**config.mk**
```make
export PLATFORM = sky130hd
export DESIGN_NAME = media_blocos_param_flat
export DESIGN_NICKNAME = d
export VERILOG_FILES = /design/src/rtl/media_pkg.sv /design/src/rtl/media_blocos_param_if.sv /design/src/rtl/media_div_seq.sv /design/src/rtl/media_blocos_param.sv /design/src/flat_wrapper.sv
export SDC_FILE = /design/constraint.sdc
export NUM_CORES = 1
export LEC_CHECK = 0
export ABC_AREA = 1
export BUFFER_PORTS_ARGS = -buffer_cell sky130_fd_sc_hd__buf_2
export CAP_MARGIN = 25
export CORE_ASPECT_RATIO = 1.4
export CORE_MARGIN = 5
export CORE_UTILIZATION = 58
export CTS_BUF_LIST = sky130_fd_sc_hd__clkbuf_2
export DETAILED_ROUTE_END_ITERATION = 7
export PLACE_DENSITY = 0.83
export SLEW_MARGIN = 20
export SYNTH_ARGS = -nofsm -noshare
export SYNTH_HDL_FRONTEND = slang
export SYNTH_SLANG_ARGS = --single-unit
```
**constraint.sdc**
```tcl
create_clock -name clk -period 2.83 [get_ports clk]
set_clock_uncertainty 0.05 [all_clocks]
set_input_delay 0.283 -clock clk [delete_from_list [all_inputs] [get_ports clk]]
set_output_delay 0.283 -clock clk [all_outputs]
set_load 0.1 [all_outputs]
```
**src/rtl/media_pkg.sv**
```systemverilog
// Shared types, mode codes and width helpers for the block downscaler.
package media_pkg;

  typedef enum logic [2:0] {
    IDLE, SETUP, LER, DRENAR, DIVIDIR, ESCREVER, FIM
  } state_t;

  localparam logic [1:0] MODO_MEDIA = 2'b00;
  localparam logic [1:0] MODO_DECIM = 2'b01;
  localparam logic [1:0] MODO_MAX   = 2'b10;

  function automatic int clog2(input int v);
    int r;
    r = 0;
    for (int i = 0; i < 31; i++)
      if ((1 << i) < v) r = i + 1;
    return r;
  endfunction

  function automatic int sum_w(input int pix_w, input int max_f);
    return pix_w + 2 * clog2(max_f);
  endfunction

  localparam int SUM_W = sum_w(8, 8);

  // Exponent of a power-of-two factor.
  function automatic logic [3:0] log2f(input logic [3:0] v);
    logic [3:0] r;
    r = '0;
    for (int i = 0; i < 4; i++)
      if (v[i]) r = 4'(i);
    return r;
  endfunction

endpackage

```
**src/rtl/media_blocos_param_if.sv**
```systemverilog
// Control, source-read and frame-write signals of the block downscaler.
interface media_blocos_param_if #(
  parameter int PIX_W  = 8,
  parameter int ADDR_W = 19
);
  logic              start;
  logic [3:0]        fator;
  logic [1:0]        modo;
  logic [ADDR_W-1:0] rd_addr;
  logic [PIX_W-1:0]  rd_data;
  logic              wr_en;
  logic [ADDR_W-1:0] wr_addr;
  logic [PIX_W-1:0]  wr_data;
  logic              busy;
  logic              done;
  logic              err;

  modport master (
    output start, fator, modo, rd_data,
    input  rd_addr, wr_en, wr_addr, wr_data,
    input  busy, done, err
  );

  modport slave (
    input  start, fator, modo, rd_data,
    output rd_addr, wr_en, wr_addr, wr_data,
    output busy, done, err
  );
endinterface

```
**src/rtl/media_div_seq.sv**
```systemverilog
// Restoring divider, one quotient bit per cycle, SUM_W cycles per divide.
module media_div_seq #(
  parameter int SUM_W = 14,
  parameter int QW    = 8
) (
  input  logic             clk,
  input  logic             reset,
  input  logic             start,
  input  logic [SUM_W-1:0] dividend,
  input  logic [7:0]       divisor,
  output logic [QW-1:0]    quotient,
  output logic             done
);
  localparam int CNT_W = $clog2(SUM_W) + 1;

  logic             active;
  logic [CNT_W-1:0] cnt;
  logic [7:0]       rem;
  logic [SUM_W-1:0] q;
  logic [7:0]       cur_rem;
  logic [SUM_W-1:0] cur_q;
  logic [8:0]       rem_sh;
  logic             ge;
  logic [7:0]       nxt_rem;

  always_comb begin
    cur_rem = active ? rem : '0;
    cur_q   = active ? q : dividend;
    rem_sh  = {cur_rem, cur_q[SUM_W-1]};
    ge      = rem_sh >= {1'b0, divisor};
    nxt_rem = ge ? 8'(rem_sh - {1'b0, divisor})
                 : rem_sh[7:0];
  end

  // First step happens in the start cycle itself.
  assign done     = active && (cnt == CNT_W'(SUM_W - 1));
  assign quotient = q[QW-1:0];

  always_ff @(posedge clk or negedge reset) begin
    if (!reset) begin
      active <= 1'b0;
      cnt    <= '0;
      rem    <= '0;
      q      <= '0;
    end else if (active || start) begin
      rem <= nxt_rem;
      q   <= {cur_q[SUM_W-2:0], ge};
      if (!active) begin
        active <= 1'b1;
        cnt    <= CNT_W'(1);
      end else if (done) begin
        active <= 1'b0;
      end else begin
        cnt <= cnt + CNT_W'(1);
      end
    end
  end
endmodule

```
**src/rtl/media_blocos_param.sv**
```systemverilog
// Block downscaler: mean/decimate/max over f x f blocks into a frame RAM.
// Define MEDIA_ROUND_EN for round-to-nearest mean instead of floor.
module media_blocos_param
  import media_pkg::*;
#(
  parameter int PIX_W     = 8,
  parameter int SRC_W     = 160,
  parameter int SRC_H     = 120,
  parameter int ADDR_W    = 19,
  parameter int MAX_FATOR = 8,
  parameter int RD_LAT    = 1
) (
  input logic                clk,
  input logic                reset,
  media_blocos_param_if.slave bus
);
  localparam int ACC_W = sum_w(PIX_W, MAX_FATOR);
  localparam int DIM   = (SRC_W > SRC_H) ? SRC_W : SRC_H;
  localparam int CW    = clog2(DIM + 1);

  state_t state, nxt;

  logic [3:0]        f;
  logic [1:0]        modo;
  logic              err_q;
  logic [CW-1:0]     rem_w, rem_h;
  logic [CW-1:0]     dst_w, dst_h;
  logic [CW-1:0]     bx, by;
  logic [3:0]        sx, sy;
  logic [ADDR_W-1:0] row_base, blk_base;
  logic [ADDR_W-1:0] line_addr, dst_addr;
  logic [ACC_W-1:0]  acc;
  logic [RD_LAT-1:0] vpipe;
  logic [1:0]        drain;

  logic              ok_f, step_w, step_h;
  logic              last_rd, last_x, last_y;
  logic              pow2, div_start, div_done;
  logic [7:0]        nn;
  logic [4:0]        sh;
  logic [ACC_W-1:0]  sum_adj;
  logic [PIX_W-1:0]  q_div, res;
  logic [ADDR_W-1:0] row_step;

  assign ok_f = (bus.fator != 4'd0) &&
                (int'(bus.fator) <= MAX_FATOR);
  assign step_w  = rem_w >= CW'(f);
  assign step_h  = rem_h >= CW'(f);
  assign last_rd = (modo == MODO_DECIM) ||
                   (sx == f - 4'd1 && sy == f - 4'd1);
  assign last_x  = bx == dst_w - CW'(1);
  assign last_y  = by == dst_h - CW'(1);
  assign pow2    = (f & (f - 4'd1)) == 4'd0;
  assign nn      = 8'(f) * 8'(f);
  assign sh      = {log2f(f), 1'b0};
  assign row_step = ADDR_W'(f) * ADDR_W'(SRC_W);

`ifdef MEDIA_ROUND_EN
  assign sum_adj = acc + ACC_W'(nn >> 1);
`else
  assign sum_adj = acc;
`endif

  assign div_start = state == DIVIDIR;

  media_div_seq #(
    .SUM_W (ACC_W),
    .QW    (PIX_W)
  ) u_div (
    .clk      (clk),
    .reset    (reset),
    .start    (div_start),
    .dividend (sum_adj),
    .divisor  (nn),
    .quotient (q_div),
    .done     (div_done)
  );

  always_comb begin
    res = PIX_W'(acc);
    if (modo == MODO_MEDIA)
      res = pow2 ? PIX_W'(sum_adj >> sh) : q_div;
  end

  always_comb begin
    nxt = state;
    unique case (state)
      IDLE, FIM:
        if (bus.start) nxt = ok_f ? SETUP : FIM;
      SETUP:
        if (!step_w && !step_h)
          nxt = (dst_w == '0 || dst_h == '0) ? FIM : LER;
      LER:
        if (last_rd) nxt = DRENAR;
      DRENAR:
        if (drain == 2'd0)
          nxt = (modo == MODO_MEDIA && !pow2)
                ? DIVIDIR : ESCREVER;
      DIVIDIR:
        if (div_done) nxt = ESCREVER;
      ESCREVER:
        nxt = (last_x && last_y) ? FIM : LER;
      default:
        nxt = IDLE;
    endcase
  end

  always_ff @(posedge clk or negedge reset) begin
    if (!reset) state <= IDLE;
    else        state <= nxt;
  end

  always_ff @(posedge clk or negedge reset) begin
    if (!reset) begin
      f         <= '0;
      modo      <= MODO_MEDIA;
      err_q     <= 1'b0;
      rem_w     <= '0;
      rem_h     <= '0;
      dst_w     <= '0;
      dst_h     <= '0;
      bx        <= '0;
      by        <= '0;
      sx        <= '0;
      sy        <= '0;
      row_base  <= '0;
      blk_base  <= '0;
      line_addr <= '0;
      dst_addr  <= '0;
      acc       <= '0;
      vpipe     <= '0;
      drain     <= '0;
    end else begin
      vpipe <= (vpipe << 1) | RD_LAT'(state == LER);
      // Tag marks the cycle a requested sample is on rd_data.
      if (vpipe[RD_LAT-1]) begin
        unique case (modo)
          MODO_DECIM: acc <= ACC_W'(bus.rd_data);
          MODO_MAX:
            if (ACC_W'(bus.rd_data) > acc)
              acc <= ACC_W'(bus.rd_data);
          default: acc <= acc + ACC_W'(bus.rd_data);
        endcase
      end
      unique case (state)
        IDLE, FIM:
          if (bus.start) begin
            f         <= bus.fator;
            modo      <= (bus.modo == 2'b11)
                         ? MODO_MEDIA : bus.modo;
            err_q     <= !ok_f;
            rem_w     <= CW'(SRC_W);
            rem_h     <= CW'(SRC_H);
            dst_w     <= '0;
            dst_h     <= '0;
            bx        <= '0;
            by        <= '0;
            sx        <= '0;
            sy        <= '0;
            row_base  <= '0;
            blk_base  <= '0;
            line_addr <= '0;
            dst_addr  <= '0;
            acc       <= '0;
          end
        SETUP: begin
          if (step_w) begin
            rem_w <= rem_w - CW'(f);
            dst_w <= dst_w + CW'(1);
          end
          if (step_h) begin
            rem_h <= rem_h - CW'(f);
            dst_h <= dst_h + CW'(1);
          end
        end
        LER:
          if (last_rd) begin
            drain <= 2'(RD_LAT - 1);
          end else if (sx == f - 4'd1) begin
            sx        <= '0;
            sy        <= sy + 4'd1;
            line_addr <= line_addr + ADDR_W'(SRC_W);
          end else begin
            sx <= sx + 4'd1;
          end
        DRENAR:
          if (drain != 2'd0) drain <= drain - 2'd1;
        ESCREVER: begin
          dst_addr <= dst_addr + ADDR_W'(1);
          sx       <= '0;
          sy       <= '0;
          acc      <= '0;
          if (last_x) begin
            bx        <= '0;
            by        <= by + CW'(1);
            row_base  <= row_base + row_step;
            blk_base  <= row_base + row_step;
            line_addr <= row_base + row_step;
          end else begin
            bx        <= bx + CW'(1);
            blk_base  <= blk_base + ADDR_W'(f);
            line_addr <= blk_base + ADDR_W'(f);
          end
        end
        default: ;
      endcase
    end
  end

  assign bus.rd_addr = line_addr + ADDR_W'(sx);
  assign bus.wr_en   = state == ESCREVER;
  assign bus.wr_addr = bus.wr_en ? dst_addr : '0;
  assign bus.wr_data = bus.wr_en ? res : '0;
  assign bus.busy    = !(state == IDLE || state == FIM);
  assign bus.done    = state == FIM;
  assign bus.err     = err_q;
endmodule

```
**src/flat_wrapper.sv**
```systemverilog
// flat-port wrapper written by rule: the top's interface ports become plain ports
module media_blocos_param_flat import media_pkg::*;
#(
  parameter int PIX_W     = 8,
  parameter int SRC_W     = 160,
  parameter int SRC_H     = 120,
  parameter int ADDR_W    = 19,
  parameter int MAX_FATOR = 8,
  parameter int RD_LAT    = 1
)
  (clk, reset, bus_start, bus_fator, bus_modo, bus_rd_data, bus_rd_addr, bus_wr_en, bus_wr_addr, bus_wr_data, bus_busy, bus_done, bus_err);
  media_blocos_param_if #(.PIX_W(PIX_W), .ADDR_W(ADDR_W)) bus_i ();
  input logic clk;
  input logic reset;
  input wire logic [$bits(bus_i.start)-1:0] bus_start;
  input wire logic [$bits(bus_i.fator)-1:0] bus_fator;
  input wire logic [$bits(bus_i.modo)-1:0] bus_modo;
  input wire logic [$bits(bus_i.rd_data)-1:0] bus_rd_data;
  output wire logic [$bits(bus_i.rd_addr)-1:0] bus_rd_addr;
  output wire logic [$bits(bus_i.wr_en)-1:0] bus_wr_en;
  output wire logic [$bits(bus_i.wr_addr)-1:0] bus_wr_addr;
  output wire logic [$bits(bus_i.wr_data)-1:0] bus_wr_data;
  output wire logic [$bits(bus_i.busy)-1:0] bus_busy;
  output wire logic [$bits(bus_i.done)-1:0] bus_done;
  output wire logic [$bits(bus_i.err)-1:0] bus_err;
  assign bus_i.start = bus_start;
  assign bus_i.fator = bus_fator;
  assign bus_i.modo = bus_modo;
  assign bus_i.rd_data = bus_rd_data;
  assign bus_rd_addr = bus_i.rd_addr;
  assign bus_wr_en = bus_i.wr_en;
  assign bus_wr_addr = bus_i.wr_addr;
  assign bus_wr_data = bus_i.wr_data;
  assign bus_busy = bus_i.busy;
  assign bus_done = bus_i.done;
  assign bus_err = bus_i.err;
  media_blocos_param #(.PIX_W(PIX_W), .SRC_W(SRC_W), .SRC_H(SRC_H), .ADDR_W(ADDR_W), .MAX_FATOR(MAX_FATOR), .RD_LAT(RD_LAT)) u_core (.clk(clk), .reset(reset), .bus(bus_i));
endmodule
```
# Word-level counts from Yosys, hierarchy flattened
# Index checks and enable logic that the tools add are counted.
[word_totals]
mem_count = 0
word_cells = 180
mem_bits_rw = 0
out_inout_bits = 50
in_bits = 17
mem_bits_ro = 0
regBits = 187
latchBits = 0
[op_classes]
n_mul = 2
div_mod_pow = 0
n_addsub = 20
muxes = 64
n_lt_le_gt_ge = 5
n_bitwise = 1
eq_ne = 26
shifts = 1
reduce_logical = 38
[ops]
columns = ["cell", "n"]
rows = [
  ["$mux W19", 6],
  ["$pmux W19 S2", 3],
  ["$mux W8", 14],
  ["$pmux W8 S2", 6],
  ["$pmux W19 S3", 1],
  ["$mux W14", 4],
  ["$pmux W14 S2", 2],
  ["$add A19 B4 Y19", 2],
  ["$add A8 B1 Y8 const B", 4],
  ["$mux W4", 7],
  ["$mux W3", 8],
  ["$pmux W4 S3", 2],
  ["$add A19 B1 Y19 const B", 1],
  ["$add A19 B12 Y19", 1],
  ["$add A19 B8 Y19 const B", 1],
  ["$pmux W3 S6", 1],
  ["$eq A8 B8 Y1", 2],
  ["$ge A8 B4 Y1", 2],
  ["$logic_not A8 Y1", 2],
  ["$ne A2 B1 Y1 const B", 8],
  ["$sub A8 B1 Y8 const B", 2],
  ["$sub A8 B4 Y8", 2],
  ["$reduce_and A3 Y1", 5],
  ["$add A14 B8 Y14", 1],
  ["other kinds (37)", 70],
]

# Logic depth before layout (Yosys ltp)
# Gate-level depths: netlist (run 1).
[logic_depth]
ltp_word = 8
depth_mapped = 19
ltp_nobuf = 18

# By module
# Synthesis (run 1) repeated with hierarchy kept, for this count alone.
[hier_totals]
hier_cells = 1974
area_unflattened_um2 = 13763.2
[modules_own_cells]
columns = ["module", "area_per_inst_um2", "seq_area_each_um2", "n_inst", "cells_per_inst"]
rows = [
  ["media_blocos_param", 11861.4, 3853.7, 1, 1708],
  ["media_div_seq", 1901.8, 700.7, 1, 266],
]

# Least setup slack after synthesis (run 1)
# No wires, ideal clock.
[synth_path]
path_type = "register to output"
startpoint = "register u_core.f[1]"
endpoint = "output bus_wr_data[4]"
n_path_buf = 0
path_stages_with_launch = 8
setup_slack_ns = -1.483
arrival_ns = 3.980
required_ns = 2.497
path_cell_list = "dfrtp_1 inv_1 ha_1 inv_1 ha_1 nor3_2 nand3_1 a221oi_1"
[synth_between]
elab_chain_cells = 7
elab_cells_between_ends = 10
cone_classes = "1 x add/sub; 1 x shift; 6 x mux; 1 x bitwise; 1 x reduce/logical"
[synth_rtl]
columns = ["item", "line", "source"]
rows = [
  ["start, declared", "media_blocos_param.sv:23", "logic [3:0] f;"],
  ["start signal, assigned", "media_blocos_param.sv:148", "f <= bus.fator;"],
  ["$mux W1", "media_pkg.sv:31", "if (v[i]) r = 4'(i);"],
  ["$mux W4 (2 in series)", "media_pkg.sv:31", ""],
  ["$shr A14 B5 Y8", "media_blocos_param.sv:82", "res = pow2 ? PIX_W'(sum_adj >> sh) : q_div;"],
  ["$mux W8 (*)", "media_blocos_param.sv:82", ""],
  ["$mux W8 (*)", "media_blocos_param.sv:81", "if (modo == MODO_MEDIA)"],
  ["$mux W8 (*)", "media_blocos_param.sv:213", "assign bus.wr_data = bus.wr_en ? res : '0;"],
  ["end, declared", "flat_wrapper.sv:22", "output wire logic [$bits(bus_i.wr_data)-1:0] bus_wr_data;"],
]
# Mark *: on every way between the ends. The rest lies on a longest branch, timed or not.

# Worst setup path in the final report (run 1)
[layout_path]
startpoint = "register u_core.f[0]"
endpoint = "output bus_wr_data[1]"
[layout_between]
elab_chain_cells = 6
[layout_rtl]
columns = ["item", "line", "source"]
rows = [
  ["$sub A4 B1 Y4", "media_blocos_param.sv:53", "assign pow2 = (f & (f - 4'd1)) == 4'd0;"],
  ["$and A4 B4 Y4 (*)", "media_blocos_param.sv:53", ""],
  ["$logic_not A4 Y1 (*)", "media_blocos_param.sv:53", ""],
  ["$mux W8 (*)", "media_blocos_param.sv:82", ""],
  ["$mux W8 (*)", "media_blocos_param.sv:81", ""],
  ["$mux W8 (*)", "media_blocos_param.sv:213", ""],
]
# Marks and branches as above.

==> results.toml, run 1 <==
[outcome]
status = "finished with violations"
violations = "setup timing"

[critical_path]
timing.critical_path.from = "u_core.f[0]$_DFFE_PN0P_"
reg2reg_depth = 19
worstPathMaxFanout = 7
reg2reg_slack_ns = -0.60
setup.worst_path.start_class = "flop"
worstSetupEndpointType = "primary output"
r2r_start = "u_core.f[3]$_DFFE_PN0P_"
required_ns = 2.50
r2r_end = "u_core.line_addr[11]$_DFFE_PN0P_"
critical_path_class = "flop to primary output"
critPathArrivalTime_ns = 3.39

[floorplan]
die_x_um = 138.6
die_area_um2 = 26330
die_h_um = 190.0
core-area_um2 = 23040
start_util = 0.5827
rows = 66
io_pins = 67

[pwr]
p_comb_frac = 0.080
peakVddDrop_mv = 0.2356
power_mw = 4.356
p_sw_frac = 0.2809
p_clk_frac = 0.318
internal_power_mw = 3.132
p_switching_mw = 1.224
seqPwrFrac = 0.602
p_per_area_nw_per_um2 = 250.5
power_leakage_nw = 8.363

[global_route]
use_met2 = 0.5477
grt_pass1_wl_um = 68610
grt_usage = 0.3185
grtUsageMet1 = 0.3566
grt_max_degree = 68
grt_overflow = 0
antenna_found_initial = 1
grt.busiest_layer = "met2"
grt_pass1_vias = 14190
grt_use_met3 = 0.06211

[cts]
clk_latency_ns = 0.90
cts_buffers = 17
clk_pin_slew_ns = 0.26
cts_sinks = 182
cts_tree = "done"
cts_root_buffer = "clkbuf_2"
cts-htree-levels = 4
cts_buffer_depth = 2

[synthesis]
avgSynthCellArea_um2 = 6.967
async_flop_share = 1.000
yosys-top-cells-area = "dfrtp_1 (34%), nand2_1 (14%), ha_1 (7.3%), inv_1 (7.2%), nand3_1 (5.7%)"
yosys.area.top_type = "dfrtp_1"
ys_seq_area_frac = 0.3392
synth_ff_type = "dfrtp_1"
synth_edf_count = 0
ys_warn_count = 0
yosysTopAreaCellShare = 0.3392
synth_seq_cells = 182
ys_types = 53
syn_nets = 2028
postSynthCellCount = 1927
syn_area_um2 = 13430

[min_path]
min_path_cells = 4
hp-start = "bus_modo[0]"
whs_endpoint = "u_core.modo[0]$_DFFE_PN0P_"
min_path_type = "primary input to flop"

[routing]
ant_nets = 0
dr.first_iter.drc_count = 1859
vias = 14800
firstDrtPassIters = 8
wirelength_um = 47440
drt-wirelength-per-cell_um = 19.59
via_per_inst = 6.112
drc = 0

[sta]
rsz0062_at_grt = "true"
relSlewSlack = 0.4972
tightest_slew_ns = 0.7464
tns_ns = -29.92
setup_viol = 63
period_minus_slack_ns = 3.726
fin_ws_ns = -0.8964
drv_slew = 0
hold_viol = 0
post-route-period-util = 1.317
max_freq_mhz = 268.4

[placement]
dpl_cell_area_um2 = 15070
io_buffers = 66
gp_congestion = 0.9469
hpwl_um = 28400

[finish]
layout_commonest_cell = "nand2_1"
most-common-layout-cells = "nand2_1 (472), inv_1 (245), dfrtp_1 (180)"
syn2layout_area_growth_pct = 29.50
design_area_um2 = 17390
final_layout_size_suffix_gt1_frac = 0.2189
nets = 2203

[job]
drv_cap = 0
==> registers in the layout, summed over array words and instances (netlist names) <==
| register | flops |
|---|---|
| u_core.dst_addr | 19 |
| u_core.u_div.rem | 8 |
| u_core.u_div.cnt | 5 |
| u_core.row_base | 14 |
| u_core.f | 4 |
| u_core.by | 8 |
| u_core.rem_w | 8 |
| u_core.dst_w | 8 |
| u_core.rem_h | 8 |
| u_core.sy | 4 |
| u_core.dst_h | 8 |
| u_core.sx | 4 |
| u_core.vpipe | 1 |
| u_core.state | 3 |
| u_core.acc | 14 |
| u_core.drain | 2 |
| u_core.u_div.active | 1 |
| u_core.modo | 2 |
| u_core.bx | 8 |
| u_core.line_addr | 19 |
| u_core.u_div.q | 14 |
| u_core.bus.err | 1 |
| u_core.blk_base | 19 |
==> stage by stage <==
| step | util | setup WS, ns | hold WS, ns | std cells |
|---|---|---|---|---|
| global placement | 0.6540 | -0.1066 | 0.3054 | 2309 |
| CTS | 0.7173 | -0.5961 | 0.1560 | 2401 |
| floorplan | - | -0.09212 | -0.06259 | 1927 |
| finish | 0.7546 | -0.8964 | 0.1745 | 2422 |
| detailed placement | 0.6540 | -0.2012 | 0.3125 | 2309 |
| global route | 0.7546 | -0.9888 | 0.1675 | 2422 |
==> critical path: stages (launching register included) <==
cell and delay, ns:
dfrtp_1 0.47, buf_6 0.15, clkinvlp_4 0.11, buf_6 0.12, nand3_4 0.06, ha_4 0.19, nor3_4 0.38, clkinv_2 0.15
buf_6 0.17, a21oi_2 0.12, o21ai_1 0.09, o211ai_1 0.15, clkinvlp_4 0.18, buf_12 0.19
==> power groups by stage <==
stage,logic [mW],clock network [mW],registers [mW]
floorplan,0.163,0,2.66
global placement,0.311,0,2.66
detailed placement,0.315,0,2.66
CTS,0.342,1.36,2.62
global route,0.381,1.48,2.63
finish,0.347,1.38,2.62
==> Yosys cell counts (5+ instances only) <==
cell type  count
nand2_1      512
inv_1        259
dfrtp_1      182
nor2_1       154
nand3_1      153
o21ai_0      145
a21oi_1       90
ha_1          78
xor2_1        70
nor3_1        34
clkbuf_1      32
o211ai_1      24
nand4_1       23
xnor2_1       17
o22ai_1       16
buf_2         13
inv_2          9
a21boi_0       8
o31ai_1        8
or2_2          8
nor4_1         7
o21ai_2        7
a31oi_1        6
fa_1           6
nor2_2         6
nand3b_1       5
o21ai_1        5
==> cell type report <==
type / instances / area (um^2)
well taps: 306 / 382.9
flip-flops and latches: 182 / 4557
repair inverters: 1 / 5.005
diodes: 1 / 2.502
inverters: 272 / 1054
repair buffers: 209 / 2216
clock buffers: 18 / 90.09
clock inverters: 14 / 135.1
multi-input cells: 1419 / 8944
fillers: 1508 / 5654
==> kinds of logic after synthesis <==
kind of cell	after synthesis	share of synthesized area
muxes	1	0.0007456
and+or+nand+nor	916	0.2872
buffers and inverters	326	0.09413
adders and majority gates	84	0.08164
DFF	182	0.3392
AOI/OAI and AO/OA	331	0.1403
xor gates and xnor gates	87	0.05676
==> what timing repair did <==
| action | in CTS | in global routing |
|---|---|---|
| setup buffers | 41 | 25 |
| endpoints found under the setup margin | 71 | 121 |
| hold buffers | 19 | 0 |
| pin swaps | 48 | 59 |
| gates cloned | 1 | 1 |
| resized for setup | 185 | 190 |
| hold endpoints to repair | 204 | 0 |
==> how the worst max path moves through the flow <==
stage | cells after the start | slack, ns | endpoint
2_1_floorplan | 6 | -0.09 | bus_rd_addr[5]
3_3_place_gp | 15 | -0.11 | u_core.blk_base[12]$_DFFE_PN0P_
3_5_place_dp | 15 | -0.20 | u_core.blk_base[12]$_DFFE_PN0P_
4_1_cts | 11 | -0.60 | bus_rd_addr[12]
5_1_grt | 13 | -0.99 | bus_wr_data[1]
6_report | 13 | -0.90 | bus_wr_data[1]
==> metal layers <==
metal / share of wire / vias up
met5: 0 / -
met4: 0.085 / 0
met3: 0.088 / 363
met2: 0.48 / 991
met1: 0.35 / 6857
li1: - / 6593
(Power assumes the default switching activity.)
==> run 2: changes to the inputs <==
--- a/config.mk
+++ b/config.mk
@@ -13,7 +13,7 @@
 export CORE_UTILIZATION = 58
 export CTS_BUF_LIST = sky130_fd_sc_hd__clkbuf_2
 export DETAILED_ROUTE_END_ITERATION = 7
-export PLACE_DENSITY = 0.83
+export PLACE_DENSITY = 0.76
 export SLEW_MARGIN = 20
 export SYNTH_ARGS = -nofsm -noshare
 export SYNTH_HDL_FRONTEND = slang
==> results.toml, run 2 (same netlist as run 1, synthesis figures left out) <==
[outcome]
status = "finished with violations"
violations = "setup timing"

[critical_path]
reg2reg_depth = 17
critical_path_class = "flop to primary output"
worstSetupEndpointType = "primary output"
setup.worst_path.start_class = "flop"
reg2reg_slack_ns = -0.30
r2r_end = "u_core.u_div.rem[2]$_DFFE_PN0P_"
required_ns = 2.50
worstPathMaxFanout = 4
critPathArrivalTime_ns = 3.23
r2r_start = "u_core.f[1]$_DFFE_PN0P_"

[global_route]
grt_pass1_wl_um = 67010
grt_usage = 0.3094
grt_max_degree = 65
grt_overflow = 0
antenna_found_initial = 1
grt_pass1_vias = 13760

[sta]
tightest_slew_ns = 0.6238
rsz0062_at_grt = "true"
hold_viol = 0
post-route-period-util = 1.259
max_freq_mhz = 280.6
relSlewSlack = 0.5837
tns_ns = -12.95
fin_ws_ns = -0.7335
period_minus_slack_ns = 3.564
setup_viol = 49
drv_slew = 0

[finish]
most-common-layout-cells = "nand2_1 (474), inv_1 (242), dfrtp_1 (180)"
layout.filler_cells = 1663
layout_commonest_cell = "nand2_1"
final_layout_size_suffix_gt1_frac = 0.2193
nets = 2206
top_regs = "u_core.blk_base: 19 flops, u_core.dst_addr: 19 flops, u_core.line_addr: 19 flops"
layoutNonFillerInstCount = 2423
syn2layout_area_growth_pct = 29.42
final_util = 0.7542

[floorplan]
core-area_um2 = 23040
die_area_um2 = 26330
rows = 66
die_h_um = 190.0
start_util = 0.5827
io_pins = 67
die_x_um = 138.6

[pwr]
peakVddDrop_mv = 0.2535
p_per_area_nw_per_um2 = 257.2
power_leakage_nw = 8.427

[cts]
cts_sinks = 182
cts_buffer_depth = 2
clk_pin_slew_ns = 0.26
cts_root_buffer = "clkbuf_2"
cts-htree-levels = 4
clk_latency_ns = 0.82
cts_buffers = 17
cts_tree = "done"

[placement]
gp_congestion = 0.9880
place_inst = 2314
io_buffers = 66
hpwl_um = 29020

[routing]
wirelength_um = 42160
ant_nets = 0
drt-wirelength-per-cell_um = 17.40
via_per_inst = 5.722
vias = 13860
firstDrtPassIters = 6
drc = 0
dr.first_iter.drc_count = 1023

[min_path]
min_path_cells = 4
hp-start = "bus_modo[0]"
min_path_type = "primary input to flop"
whs_endpoint = "u_core.modo[0]$_DFFE_PN0P_"

[job]
drv_cap = 0
run 2: what timing repair did:
item	CTS	global route
pin swaps	68	73
hold buffers	19	0
buffers inserted	41	25
resized for setup	207	146
setup endpoints to repair	72	96
gates cloned	1	1
hold endpoints to repair	200	0
run 2: layout make-up:
class	count	area (um^2)	area share
multi-input cells	1419	8941	0.5146
flip-flops and latches	182	4557	0.2623
repair buffers	212	2175	0.1252
inverters	272	1056	0.06078
well taps	306	382.9	0.02204
clock inverters	10	156.4	0.009001
clock buffers	20	100.1	0.005761
repair inverters	1	5.005	0.0002880
diodes	1	2.502	0.0001440
run 2: worst max-delay path by stage:
stage                                       endpoint                      from  slack, ns  cells past startpoint
floorplan                             bus_rd_addr[5]  u_core.sx[2]$_DFFE_PN0P_      -0.09                      6
global placement     u_core.blk_base[12]$_DFFE_PN0P_   u_core.f[3]$_DFFE_PN0P_      -0.12                     15
CTS                                  bus_rd_addr[14]  u_core.sx[0]$_DFFE_PN0P_      -0.72                     10
global route                         bus_rd_addr[12]  u_core.sx[0]$_DFFE_PN0P_      -0.82                     11
finish                               bus_rd_addr[12]  u_core.sx[0]$_DFFE_PN0P_      -0.73                     11
detailed placement  u_core.line_addr[11]$_DFFE_PN0P_   u_core.f[3]$_DFFE_PN0P_      -0.25                     15
run 2: power by group:
| part | internal (mW) | switching, mW |
|---|---|---|
| Clock | 0.575 | 0.924 |
| Combinational | 0.120 | 0.231 |
| Sequential | 2.61 | 0.00679 |
run 2: layer usage:
layer / vias to the layer above / share of wire / GRT usage
li1: 6595 / - / -
met5: - / 0 / 0
met4: 0 / 0.063 / 0.1882
met2: 532 / 0.51 / 0.5532
met1: 6566 / 0.38 / 0.3508
met3: 171 / 0.050 / 0.04099
run 2: critical path, cell delays in order, from the launching register on:
cell and delay, ns:
dfrtp_1 0.49, ha_4 0.18, inv_2 0.04, fa_2 0.36
o21ai_4 0.17, nand2_2 0.11, nor3_4 0.25, nand3_4 0.16
nor2_4 0.20, buf_12 0.12, xor2_4 0.16, buf_12 0.19
run 2: stage by stage:
stage | setup slack [ns] | hold slack, ns | power, mW | cell area, um^2
2_1_floorplan | -0.09212 | -0.06259 | 2.825 | 13780
3_3_place_gp | -0.1223 | 0.2699 | 2.982 | 15110
3_5_place_dp | -0.2459 | 0.2691 | 2.985 | 15110
4_1_cts | -0.7192 | 0.1366 | 4.479 | 16640
5_1_grt | -0.8193 | 0.1939 | 4.617 | 17380
6_report | -0.7335 | 0.1929 | 4.469 | 17380
==> run 3: changes to the inputs <==
--- a/config.mk
+++ b/config.mk
@@ -14,6 +14,7 @@
 export CTS_BUF_LIST = sky130_fd_sc_hd__clkbuf_2
 export DETAILED_ROUTE_END_ITERATION = 7
 export PLACE_DENSITY = 0.76
+export RECOVER_POWER = 100
 export SLEW_MARGIN = 20
 export SYNTH_ARGS = -nofsm -noshare
 export SYNTH_HDL_FRONTEND = slang
==> results.toml, run 3 (same netlist as run 1, synthesis figures left out) <==
[critical_path]
setup.worst_path.start_class = "flop"
worstSetupEndpointType = "primary output"
r2r_end = "u_core.u_div.rem[2]$_DFFE_PN0P_"
cp_top_family = "simple AND/OR/NAND/NOR gates"
worst-path-stages = 11
cpPeakStageDelay_ns = 0.48
required_ns = 2.50
timing.critical_path.from = "u_core.sx[0]$_DFFE_PN0P_"
worstPathBufferInverterCount = 3
endpoint = "bus_rd_addr[12]"
critical-path-slowest-cell = "dfrtp_1"
critical_path_class = "flop to primary output"
worstPathMaxFanout = 4
reg2reg_slack_ns = -0.32
reg2reg_depth = 17
cp_common_cell = "buf_12"
critPathArrivalTime_ns = 3.22
crit_chain = "ha_4, inv_2, fa_2, o21ai_4, nand2_2, nor3_4, nand3_4, nor2_4, buf_12, xor2_4, buf_12"
r2r_start = "u_core.f[1]$_DFFE_PN0P_"

[cts]
clk_latency_ns = 0.82
cts_buffers = 17
cts-htree-levels = 4
cts_buffer_depth = 2
cts_sinks = 182
cts_root_buffer = "clkbuf_2"
clk_pin_slew_ns = 0.27
cts_tree = "done"

[routing]
wirelength_um = 42220
ant_nets = 0
via_per_inst = 5.744
dr.first_iter.drc_count = 1134
drt-wirelength-per-cell_um = 17.42
vias = 13920
drc = 0
firstDrtPassIters = 6

[finish]
final_layout_size_suffix_gt1_frac = 0.2117
top_regs = "u_core.blk_base: 19 flops, u_core.dst_addr: 19 flops, u_core.line_addr: 19 flops"
layout_commonest_cell = "nand2_1"
layoutNonFillerInstCount = 2423
syn2layout_area_growth_pct = 28.43
most-common-layout-cells = "nand2_1 (480), inv_1 (244), dfrtp_1 (180)"
nets = 2206
multi_input_area_um2 = 8910
layout.filler_cells = 1696
final_util = 0.7484
regArea_um2 = 4557

[placement]
place_inst = 2314
hpwl_um = 29020
dp_slack_ns = -0.2459
io_buffers = 66
gp_congestion = 0.9880

[min_path]
min_path_type = "primary input to flop"

[outcome]
violations = "setup timing"
status = "finished with violations"

[floorplan]
die_x_um = 138.6
die_area_um2 = 26330
rows = 66
start_util = 0.5827
die_h_um = 190.0
io_pins = 67
core-area_um2 = 23040

[sta]
rsz0062_at_grt = "true"
hold_viol = 0
drv_slew = 0
max_freq_mhz = 281.3
post-route-period-util = 1.256
period_minus_slack_ns = 3.554
tightest_slew_ns = 1.493
fin_ws_ns = -0.7243
relSlewSlack = 0.004401
setup_viol = 122
hold_slack_ns = 0.1855

[pwr]
power_leakage_nw = 8.377
power_mw = 4.459
p_per_area_nw_per_um2 = 258.6
peakVddDrop_mv = 0.2565

[global_route]
grt_pass1_wl_um = 67010
grt_usage = 0.3094
antenna_found_initial = 1
grt_overflow = 0
grt_max_degree = 65
grt_pass1_vias = 13760

[job]
drv_cap = 0
-- run 3: layout make-up --
| cell class | count | area share |
|---|---|---|
| multi-input combinational | 1419 | 0.5167 |
| sequential | 182 | 0.2643 |
| timing repair buffer | 212 | 0.1202 |
| inverter | 272 | 0.06124 |
| tap | 306 | 0.02220 |
| clock inverter | 10 | 0.009070 |
| clock buffer | 20 | 0.005805 |
| timing repair inverter | 1 | 0.0002903 |
| antenna | 1 | 0.0001451 |
-- run 3: how the worst min path moves through the flow --
stage | from | endpoint | slack [ns] | cells past startpoint
after floorplan | reset | u_core.acc[0]$_DFF_PN0_ | -0.06 | 0
after global placement | reset | u_core.acc[2]$_DFF_PN0_ | 0.27 | 1
after detailed placement | reset | u_core.acc[2]$_DFF_PN0_ | 0.27 | 1
after CTS | bus_modo[0] | u_core.modo[0]$_DFFE_PN0P_ | 0.14 | 4
after global routing | bus_modo[0] | u_core.modo[0]$_DFFE_PN0P_ | 0.19 | 4
final | bus_modo[0] | u_core.modo[0]$_DFFE_PN0P_ | 0.19 | 4
-- run 3: layer usage --
layer / track usage / vias up / wire length [um]
li1: - / 6606 / -
met1: 0.3508 / 6592 / 15830
met2: 0.5532 / 545 / 21550
met3: 0.04099 / 175 / 2167
met4: 0.1882 / 0 / 2678
met5: 0 / - / 0
-- run 3: power by group --
group          total, mW  internal, mW  leakage [nW]  switching (mW)
clock               1.50         0.575         0.151           0.925
sequential          2.62          2.61          2.20         0.00674
combinational      0.340         0.111          6.02           0.229
-- run 3: per-stage QoR --
step / cell area (um^2) / setup TNS, ns
2_1_floorplan: 13780 / -0.4561
3_3_place_gp: 15110 / -0.7528
3_5_place_dp: 15110 / -3.061
4_1_cts: 16640 / -13.32
5_1_grt: 17240 / -45.09
6_report: 17240 / -21.05
-- run 3: worst reg2reg max path, stage by stage, from the launching register on --
cell      delay [ns]
dfrtp_2         0.47
clkbuf_2        0.14
buf_6           0.14
buf_4           0.13
nor2_4          0.11
ha_4            0.22
a31o_4          0.24
xnor2_1         0.12
ha_1            0.39
nand2_4         0.12
o21ai_2         0.08
a21oi_2         0.20
nor2_4          0.06
nor2_4          0.25
nor2_4          0.09
buf_4           0.15
o22ai_2         0.09
nand2_1         0.06
-- run 3: timing repair --
item,in CTS,in global routing
hold buffers,19,0
gates cloned,1,1
setup buffers,41,25
setup endpoints to repair,72,96
resized for setup,207,146
pin swaps,68,73
hold endpoints to repair,200,0
